`src/rtl/instruction_decode_stage.sv`:
```
// Pipelined instruction decoder between fetch and execute.
// Decodes each accepted word into ALU/memory/control strobes and holds the
// result for one cycle of latency behind a valid/ready output. It also
// squashes wrong-path words after a branch/jump, can halt on an illegal
// opcode, and counts the legal instructions it emits.
//
// Handshake: a word transfers on a rising edge where valid & ready are both 1.
// valid may not wait for ready, and a held valid keeps its payload stable.
// Each side may take one word per cycle.
module instruction_decode_stage #(
    parameter int INSTR_W         = 16,
    parameter int OPCODE_W        = 8,
    parameter int ALU_CTRL_W      = 4,
    parameter int SHADOW_SLOTS    = 1,
    parameter int HALT_ON_ILLEGAL = 1,
    parameter int CNT_W           = 16
) (
    input  logic                        clk,
    input  logic                        rst_n,
    input  logic                        flush,
    input  logic                        instr_valid,
    output logic                        instr_ready,
    input  logic [INSTR_W-1:0]          instr,
    output logic                        dec_valid,
    input  logic                        dec_ready,
    output logic [ALU_CTRL_W-1:0]       alu_ctrl,
    output logic                        mem_read,
    output logic                        mem_write,
    output logic                        reg_write,
    output logic                        branch,
    output logic                        jump,
    output logic                        illegal,
    output logic [INSTR_W-OPCODE_W-1:0] operand,
    output logic [CNT_W-1:0]            dec_count,
    output logic                        halted
);

    localparam int SH_W = (SHADOW_SLOTS > 0) ? $clog2(SHADOW_SLOTS + 1) : 1;

    typedef enum logic [1:0] {
        S_RUN    = 2'd0,
        S_SHADOW = 2'd1,
        S_HALT   = 2'd2
    } state_t;

    state_t            state, state_nx;
    logic [SH_W-1:0]   shadow_cnt, shadow_nx;

    logic [OPCODE_W-1:0]   opcode;
    logic                  upper_zero;
    logic [ALU_CTRL_W-1:0] d_alu;
    logic                  d_mem_read, d_mem_write, d_reg_write;
    logic                  d_branch, d_jump, d_illegal;
    logic                  accept, load;

    assign opcode     = instr[OPCODE_W-1:0];
    // Opcode bits above bit 7 must be zero for any table entry to match.
    assign upper_zero = ((opcode >> 8) == '0);

    // Opcode lookup; anything outside the table is illegal with no strobes.
    always_comb begin
        d_alu       = '0;
        d_mem_read  = 1'b0;
        d_mem_write = 1'b0;
        d_reg_write = 1'b0;
        d_branch    = 1'b0;
        d_jump      = 1'b0;
        d_illegal   = 1'b0;
        if (!upper_zero) begin
            d_illegal = 1'b1;
        end else begin
            case (opcode[7:0])
                8'h00: ;
                8'h01: begin d_alu = ALU_CTRL_W'(1); d_reg_write = 1'b1; end
                8'h02: begin d_alu = ALU_CTRL_W'(2); d_reg_write = 1'b1; end
                8'h04: begin d_alu = ALU_CTRL_W'(3); d_reg_write = 1'b1; end
                8'h05: begin d_alu = ALU_CTRL_W'(4); d_reg_write = 1'b1; end
                8'h08: begin d_mem_read = 1'b1; d_reg_write = 1'b1; end
                8'h09: d_mem_write = 1'b1;
                8'h10: d_branch = 1'b1;
                8'h11: d_jump = 1'b1;
                default: d_illegal = 1'b1;
            endcase
        end
    end

    // Input ready: backpressure in RUN, free drain in SHADOW, closed in HALT or flush.
    always_comb begin
        instr_ready = 1'b0;
        case (state)
            S_RUN:    instr_ready = !dec_valid || dec_ready;
            S_SHADOW: instr_ready = 1'b1;
            default:  instr_ready = 1'b0;
        endcase
        if (flush) instr_ready = 1'b0;
    end

    assign accept = instr_valid && instr_ready;
    assign load   = accept && (state == S_RUN);
    assign halted = (state == S_HALT);

    // Next-state and shadow counter; flush overrides everything.
    always_comb begin
        state_nx  = state;
        shadow_nx = shadow_cnt;
        if (flush) begin
            state_nx  = S_RUN;
            shadow_nx = '0;
        end else begin
            case (state)
                S_RUN: begin
                    if (load) begin
                        if ((d_branch || d_jump) && (SHADOW_SLOTS > 0)) begin
                            state_nx  = S_SHADOW;
                            shadow_nx = SH_W'(SHADOW_SLOTS);
                        end else if (d_illegal && (HALT_ON_ILLEGAL != 0)) begin
                            state_nx = S_HALT;
                        end
                    end
                end
                S_SHADOW: begin
                    if (accept) begin
                        if (shadow_cnt <= SH_W'(1)) begin
                            state_nx  = S_RUN;
                            shadow_nx = '0;
                        end else begin
                            shadow_nx = shadow_cnt - SH_W'(1);
                        end
                    end
                end
                default: state_nx = S_HALT;
            endcase
        end
    end

    // State register.
    always_ff @(posedge clk or negedge rst_n) begin
        if (!rst_n) begin
            state      <= S_RUN;
            shadow_cnt <= '0;
        end else begin
            state      <= state_nx;
            shadow_cnt <= shadow_nx;
        end
    end

    // Output register and legal-instruction counter.
    always_ff @(posedge clk or negedge rst_n) begin
        if (!rst_n) begin
            dec_valid <= 1'b0;
            alu_ctrl  <= '0;
            mem_read  <= 1'b0;
            mem_write <= 1'b0;
            reg_write <= 1'b0;
            branch    <= 1'b0;
            jump      <= 1'b0;
            illegal   <= 1'b0;
            operand   <= '0;
            dec_count <= '0;
        end else if (flush) begin
            dec_valid <= 1'b0;
        end else if (load) begin
            dec_valid <= 1'b1;
            alu_ctrl  <= d_alu;
            mem_read  <= d_mem_read;
            mem_write <= d_mem_write;
            reg_write <= d_reg_write;
            branch    <= d_branch;
            jump      <= d_jump;
            illegal   <= d_illegal;
            operand   <= instr[INSTR_W-1:OPCODE_W];
            if (!d_illegal) dec_count <= dec_count + CNT_W'(1);
        end else if (dec_valid && dec_ready) begin
            dec_valid <= 1'b0;
        end
    end

endmodule

```
`config.mk`:
```
export PLATFORM = sky130hd
export DESIGN_NAME = instruction_decode_stage
export DESIGN_NICKNAME = d
export VERILOG_FILES = /design/src/rtl/instruction_decode_stage.sv
export SDC_FILE = /design/constraint.sdc
export NUM_CORES = 1
export LEC_CHECK = 0
export ABC_AREA = 0
export BUFFER_PORTS_ARGS = -buffer_cell sky130_fd_sc_hd__buf_2
export CAP_MARGIN = 20
export CORE_UTILIZATION = 53
export DETAILED_ROUTE_END_ITERATION = 6
export PLACE_DENSITY = 0.88
export SLEW_MARGIN = 5
export SYNTH_ARGS = -nofsm -noshare
export SYNTH_HDL_FRONTEND = slang
export SYNTH_SLANG_ARGS = --single-unit
```
`constraint.sdc`:
```
create_clock -name clk -period 3 [get_ports clk]
set_input_delay 0.15 -clock clk [delete_from_list [all_inputs] [get_ports clk]]
set_output_delay 0.15 -clock clk [all_outputs]
set_load 0.005 [all_outputs]
```
Word level (Yosys, flattened, before mapping) --
Cells that the tools add are included.
Word-level totals: flip-flop bits (word level) 38, bits in latches 0, RAM bits 0, ROM bits 0, input port bits 21, output and inout port bits 37, word-level logic and storage cells 72, memories 0
Operators by class: $add $sub $neg 2, multipliers 0, div/mod/pow operators 0, order comparisons 1, eq/ne operators 15, shifts and indexed selects 0, mux-type cells 25, bitwise gates (word level) 1, reduce and logical (&&, ||, !) cells 16
Operators by type and width (number):
- adder 16 x 1 -> 16 bit, second input constant | 1
- equality test 8 x 3 -> 1 bit, second input constant | 2
- equality test 8 x 4 -> 1 bit, second input constant | 2
- equality test 8 x 5 -> 1 bit, second input constant | 2
- 2-to-1 mux 1 bit | 15
- 2-to-1 mux 2 bit | 6
- case mux 3 bit (4 select lines) | 1
- != test 3 bit, second input constant | 3
- OR reduction 9 bit | 1
- equality test 8 x 1 -> 1 bit, second input constant | 1
- equality test 8 x 2 -> 1 bit, second input constant | 1
- zero test 8 bit | 1
- AND reduction 4 bit | 2
- nonzero test 3 bit | 2
- OR reduction 5 bit | 1
- != test 4 x 3 -> 1 bit, second input constant | 1
- case mux 1 bit (2 select lines) | 2
- case mux 2 bit (2 select lines) | 1
- logical AND 1 bit | 3
- != test 3 x 2 -> 1 bit, second input constant | 1
- AND reduction 3 bit | 1
- equality test 2 x 1 -> 1 bit, second input constant | 1
- equality test 2 bit, second input constant | 1
- zero test 2 bit | 1
- 6 further kinds | 7

Logic depth before layout (Yosys ltp) --
Gate-level depths: netlist of run 1.
depth in word-level cells 9, depth in mapped cells 7, depth with buffers taken out 5

Worst setup path after synthesis of run 1 --
No wires, ideal clock.
path type reg-to-reg, from register dec_count[4], to register dec_count[15], library setup time 79 ps, data arrival time 1623 ps, data required time 2921 ps, slack 1298 ps, cell stages (with the launch flop) 6, path buffers 0, period minus slack after synthesis 1702 ps, cell sequence dfrtp_1 > and4_1 > nand3_2 > or4_1 > nor3_2 > xor2_1
Between the ends: longest elaborated chain between the ends 1
RTL lines:
- start: declaration | line 34 | output logic [CNT_W-1:0] dec_count,
- start signal: assignment | line 172 | if (!d_illegal) dec_count <= dec_count + CNT_W'(1);
- adder 16 x 1 -> 16 bit | line 172
Every way passes these cells. A chain may end at the register's enable or synchronous reset.

Worst setup path in the final report of run 1 --
from register state[1], to register dec_count[1]
Between the ends: longest elaborated chain between the ends 6, elaborated cells on any way between the ends 7, those cells by class eq/ne (1); mux (2); reduce/logical (4)
RTL lines:
- start: declaration | line 46 | state_t state, state_nx;
- start signal: assignment | line 142 | state <= state_nx;
- equality test 2 x 1 -> 1 bit / zero test 2 bit (equally long branches) | line 90, 99
- case mux 1 bit (2 select lines) | line 90 | case (state)
- 2-to-1 mux 1 bit | line 95 | if (flush) instr_ready = 1'b0;
- logical AND 1 bit | line 98 | assign accept = instr_valid && instr_ready;
- logical AND 1 bit * | line 99 | assign load = accept && (state == S_RUN);
- AND reduction 3 bit (no line) *
Mark *: on every way between the ends. The rest lies on a longest branch, timed or not.

==> results of run 1 <==
[cell usage after synthesis, drive strengths merged]
master / number / area share
a21boi: 1 / 0.0045
a21oi: 1 / 0.0030
and2: 1 / 0.0037
and3: 1 / 0.0037
and4: 1 / 0.0052
and4b: 1 / 0.0060
buf: 4 / 0.015
clkbuf: 4 / 0.0089
conb: 1 / 0.0022
dfrtp: 36 / 0.54
ha: 1 / 0.0075
inv: 6 / 0.013
maj3: 1 / 0.0060
mux2: 1 / 0.0067
nand2: 39 / 0.087
nand2b: 2 / 0.0075
nand3: 6 / 0.021
nand3b: 1 / 0.0045
nand4: 2 / 0.015
nand4b: 2 / 0.010
nand4bb: 1 / 0.0067
nor2: 11 / 0.025
nor3: 7 / 0.039
nor4bb: 1 / 0.0060
o21a: 2 / 0.0089
o21ai: 5 / 0.015
o22ai: 1 / 0.0037
o31ai: 1 / 0.0045
o41a: 1 / 0.0067
o41ai: 3 / 0.016
or3: 1 / 0.0037
or4: 1 / 0.0045
xnor2: 10 / 0.057
xor2: 7 / 0.037
[layout make-up]
class,instances,share of cell area
clock buffer,5,0.0176
sequential,36,0.423
clock inverter,3,0.0200
multi-input combinational,114,0.336
timing repair buffer,64,0.168
tap,44,0.0258
inverter,6,0.0106
[power by group through the flow]
stage	combinational (uW)	clock [uW]	sequential, uW
4_1_cts	140	347	539
2_1_floorplan	58.9	0	550
3_5_place_dp	135	0	546
3_3_place_gp	129	0	547
5_1_grt	158	366	544
6_report	139	339	540
[through the flow]
step | cells | hold WS, ps | utilization | total power (uW) | setup slack (ps)
6_report | 272 | 13.7 | 0.704 | 1020 | 1000
2_1_floorplan | 164 | -146 | - | 609 | 1300
3_5_place_dp | 257 | 273 | 0.655 | 680 | 1040
3_3_place_gp | 257 | 278 | 0.655 | 676 | 1120
5_1_grt | 272 | 8.95 | 0.704 | 1070 | 911
4_1_cts | 272 | 5.49 | 0.704 | 1030 | 1030
[worst max-delay path: cells and delay by family (launching register included)]
family        cells  cell delay [ps]
mux               1              350
flops             1              390
simple gates      3             1150
[path summary, 6_finish.rpt]
kind,start,end,slack (ps),cells after the start
worst max-delay path,state[1],dec_count[1],1000,4
max in group asynchronous,rst_n,state[1],2100,2
worst max register to register,state[1],dec_count[1],1000,4
worst min register to register,dec_count[15],dec_count[15],470,1
worst min-delay path,instr[14],operand[6],10,3
min in group asynchronous,rst_n,reg_write,410,2
[flip-flops by register name, indices dropped and copies added, names as in the netlist, 2 cells and up]
signal,count
operand,8
alu_ctrl,3
dec_count,16
state,2
[cells by family after synthesis]
kind of cell | Yosys count | synth area share
AOI/OAI and AO/OA | 15 | 0.0618
other | 1 | 0.00223
and+or+nand+nor | 78 | 0.249
xor gates and xnor gates | 17 | 0.0932
muxes | 1 | 0.00671
DFF | 36 | 0.537
adders and majority gates | 2 | 0.0134
buffers and inverters | 14 | 0.0373
[timing repair]
action | 4_1_cts | 5_1_grt
endpoints found under the setup margin | 0 | 0
hold buffers | 7 | 0
hold endpoints to repair | 42 | 0
[layout by cell type (no fill, tap or decap), drive strengths merged, types with 2 or more instances in the layout]
cell type    Yosys  routed
inv              6       6
nand3            6       6
o21a             2       2
o21ai            5       5
buf              4      57
nand4b           2       2
nand2           39      39
xnor2           10      10
xor2             7       7
nand4            2       2
nor3             7       7
o41ai            3       3
dlygate4sd3      0       7
dfrtp           36      36
clkbuf           4       5
nor2            11      11
nand2b           2       2
[routing by layer]
layer / share of wire / global-route usage / vias up
met5: 0 / 0 / -
met4: 0.012 / 0.0748 / 0
met3: 0.044 / 0.0759 / 5
met2: 0.50 / 0.383 / 40
met1: 0.45 / 0.308 / 671
li1: - / - / 668
==> flow_metrics.env, run 1 <==
export IMPL_outcome="completed"
export IMPL_combPwrFrac=0.136
export IMPL_syn_cell_area_um2=1680
export IMPL_cp_max_fo=15
export IMPL_rsz0062_at_grt="no"
export IMPL_die_area_um2=3400
export IMPL_initial_core_util=0.555
export IMPL_finalSetupViolations=0
export IMPL_clkPwrFrac=0.333
export IMPL_clock_sink_count=36
export IMPL_synthesis_area_per_instance_um2=10.2
export IMPL_ctsResizeCount=0
export IMPL_grt_pass1_wl_um=5910
export IMPL_routed_wl_um=3520
export IMPL_clock_skew_ps=11.8
export IMPL_netSwitchingFraction=0.257
export IMPL_clk_pin_slew_worst_paths_ps=100
export IMPL_tritoncts_num_buffers=5
export IMPL_fp_row_count=20
export IMPL_detail_route_first_pass_iterations=4
export IMPL_timing_fmax_mhz=500
export IMPL_ys_types=39
export IMPL_route_detailed_vias_per_inst=5.09
export IMPL_timing_slew_headroom=0.487
export IMPL_maxCapViolCount=0
export IMPL_die_y_um=58.3
export IMPL_first_iter_violations=37
export IMPL_tns_ps=0
export IMPL_bufs_on_longest_clock_path=2
export IMPL_multi_input_area_um2=716
export IMPL_power_density_nw_per_um2=477
export IMPL_placed_wire_length_estimate_um=2470
export IMPL_critical_path_endpoint_type="register"
export IMPL_root_buffer="sky130_fd_sc_hd__clkbuf_4"
export IMPL_cts_htree_levels=2
export IMPL_final_design_area_excluding_fillers_um2=2130
export IMPL_critical_path_arrival_ps=2220
export IMPL_vdd_ir_drop_worst_mv=0.350
export IMPL_grt_overflow=0
export IMPL_final_net_count=249
export IMPL_period_minus_slack_ps=2000
export IMPL_grt_antenna_before_repair=0
export IMPL_remaining_drc_errors=0
export IMPL_synthCells=164
export IMPL_tritoncts="built"
export IMPL_postRouteAntennaNets=0
export IMPL_io_buffers=56
export IMPL_worstHoldPathType="primary input to register"
export IMPL_gpl_final_weighted_congestion=0.753
export IMPL_top_level_ports=58
export IMPL_cp_slowest_stage_delay_ps=600
export IMPL_crit_chain="nor2_1, and4b_1, and2_1, mux2_1"
export IMPL_power_sequential_fraction=0.531
export IMPL_fillerInstances=248
export IMPL_placed_area_um2=1980
export IMPL_worstSkewPairLatency_ps=340
export IMPL_antenna_cells=0
export IMPL_worst_slew_pin_transition_ps=769
export IMPL_dieWidth_um=58.3
export IMPL_groute_usage_overall=0.238
export IMPL_total_core_area_um2=3030
export IMPL_timing_critical_path_from_type="register"
export IMPL_share_of_layout_cells_above_drive_strength_1=0.325
export IMPL_final_max_slew_violation_count=0
export IMPL_area_growth_syn_to_layout_pct=27.0
export IMPL_yosys_warnings=0
export IMPL_postCtsSetupBuffers=0
export IMPL_cellInternalPower_uw=756
export IMPL_synth_seq_area_share=0.537
export IMPL_ff_latch_area_um2=901
export IMPL_ys_ff_latch=36
export IMPL_period_share=0.666
export IMPL_grt_start_max_net_pins=37
export IMPL_post_synthesis_net_count=186
export IMPL_drt_wirelength_per_cell_um=12.9
export IMPL_net_switching_power_uw=261
export IMPL_grt_pass1_vias=1275
export IMPL_slowest_stage="sky130_fd_sc_hd__and4b_1"
export IMPL_worstPathRequired_ps=3230
export IMPL_timing_hold_violations_final=0
export IMPL_leakagePower_uw=0.00112
export IMPL_vias=1384
export IMPL_timing_worst_setup_path_type="register to register"
(Power assumes the default switching activity.)
==> inputs of run 2 (changes only) <==
CORE_UTILIZATION = 49   (was 53)
PLACE_DENSITY = 0.82   (was 0.88)
clock period = 2 ns   (was 3 ns; I/O delays follow)
==> flow_metrics.env, run 2 (synthesis gave the netlist of run 1 again) <==
export IMPL_routed_wl_um=3490
export IMPL_largest_register_ff_count=16
export IMPL_postCtsSetupBuffers=0
export IMPL_remaining_drc_errors=0
export IMPL_mostFrequentLayoutCells="sky130_fd_sc_hd__buf_2 (56), sky130_fd_sc_hd__nand2_1 (39), sky130_fd_sc_hd__dfrtp_1 (36)"
export IMPL_detail_route_first_pass_iterations=4
export IMPL_vias=1371
export IMPL_timing_slew_headroom=0.483
export IMPL_drt_wirelength_per_cell_um=12.7
export IMPL_io_buffers=56
export IMPL_largest_registers="dec_count: 16 flops, operand: 8 flops, alu_ctrl: 3 flops"
export IMPL_vdd_ir_drop_worst_mv=0.469
export IMPL_placed_cells_incl_taps=258
export IMPL_top_level_ports=58
export IMPL_rsz0062_at_grt="no"
export IMPL_final_common_cell="sky130_fd_sc_hd__buf_2"
export IMPL_die_y_um=60.5
export IMPL_critical_path_arrival_ps=2130
export IMPL_finalSetupViolations=0
export IMPL_die_area_um2=3670
export IMPL_share_of_layout_cells_above_drive_strength_1=0.316
export IMPL_antenna_cells=0
export IMPL_timing_worst_setup_path_type="register to register"
export IMPL_power_density_nw_per_um2=641
export IMPL_top_register="dec_count"
export IMPL_final_design_area_excluding_fillers_um2=2140
export IMPL_timing_hold_violations_final=0
export IMPL_outcome="completed"
export IMPL_root_buffer="sky130_fd_sc_hd__clkbuf_4"
export IMPL_cts_htree_levels=2
export IMPL_timing_fmax_mhz=534
export IMPL_total_core_area_um2=3150
export IMPL_timing_critical_path_from_type="register"
export IMPL_tritoncts_num_buffers=5
export IMPL_cp_max_fo=6
export IMPL_tns_ps=0
export IMPL_placed_area_um2=1990
export IMPL_bufs_on_longest_clock_path=2
export IMPL_worstSkewPairLatency_ps=330
export IMPL_gpl_final_weighted_congestion=0.783
export IMPL_grt_overflow=0
export IMPL_worst_slew_pin_transition_ps=775
export IMPL_maxCapViolCount=0
export IMPL_period_share=0.937
export IMPL_final_max_slew_violation_count=0
export IMPL_worstHoldPathType="primary input to register"
export IMPL_initial_core_util=0.533
export IMPL_postRouteAntennaNets=0
export IMPL_area_growth_syn_to_layout_pct=27.2
export IMPL_critical_path_endpoint_type="register"
export IMPL_route_detailed_vias_per_inst=4.99
export IMPL_grt_antenna_before_repair=0
export IMPL_grt_pass1_wl_um=5750
export IMPL_groute_usage_overall=0.222
export IMPL_fp_row_count=20
export IMPL_clock_skew_ps=6.66
export IMPL_grt_pass1_vias=1333
export IMPL_clock_sink_count=36
export IMPL_final_net_count=253
export IMPL_layoutNonFillerInstCount=275
export IMPL_tritoncts="built"
export IMPL_first_iter_violations=63
export IMPL_grt_start_max_net_pins=37
export IMPL_leakagePower_uw=0.00112
export IMPL_period_minus_slack_ps=1870
export IMPL_dieWidth_um=60.5
export IMPL_worstPathRequired_ps=2250
export IMPL_clk_pin_slew_worst_paths_ps=100
export IMPL_placed_wire_length_estimate_um=2410
run 2: path summary, 6_finish.rpt:
check | cells past startpoint | slack, ps | from | to
max in group asynchronous | 2 | 1140 | rst_n | dec_count[13]
min reg2reg | 2 | 480 | alu_ctrl[0] | alu_ctrl[0]
min | 2 | 50 | instr[3] | alu_ctrl[1]
max reg2reg | 5 | 130 | dec_count[3] | dec_count[15]
max | 5 | 130 | dec_count[3] | dec_count[15]
min in group asynchronous | 2 | 370 | rst_n | jump
run 2: cell type report:
class                   count  area (um2)
clock buffers               6        41.3
clock inverters             1        5.00
fillers                   259        1020
inverters                   6        22.5
multi-input cells         114         716
flip-flops and latches     36         901
well taps                  44        55.1
repair buffers             68         395
run 2: per-layer routing:
layer  track usage  wire [um]  part of all wire
met4         0.101         76             0.022
met5             0          0                 0
met1         0.262       1530              0.44
met3        0.0768        179             0.051
met2         0.367       1700              0.49
run 2: repair_timing:
action	4_1_cts	5_1_grt
hold buffers	10	0
gates resized for setup	0	0
endpoints found under the hold margin	46	0
run 2: critical path, stage by stage, from the launching register on:
cell,delay [ps]
sky130_fd_sc_hd__dfrtp_1,470
sky130_fd_sc_hd__and4_1,290
sky130_fd_sc_hd__nand3_2,130
sky130_fd_sc_hd__or4_1,530
sky130_fd_sc_hd__nor3_2,210
sky130_fd_sc_hd__xor2_1,170
run 2: power breakdown:
part / switching, uW / leakage (uW) / internal, uW
logic: 111 / 0.000628 / 102
clock network: 216 / 0.0000281 / 129
registers: 31.7 / 0.000467 / 778
run 2: per-stage QoR:
step	utilization	hold WS [ps]	worst slack (ps)	power, uW
3_3_place_gp	0.631	216	245	1020
6_report	0.677	46.1	126	1370
4_1_cts	0.677	24.8	115	1390
5_1_grt	0.677	36.5	14.8	1460
3_5_place_dp	0.631	225	190	1020
2_1_floorplan	-	-196	298	914
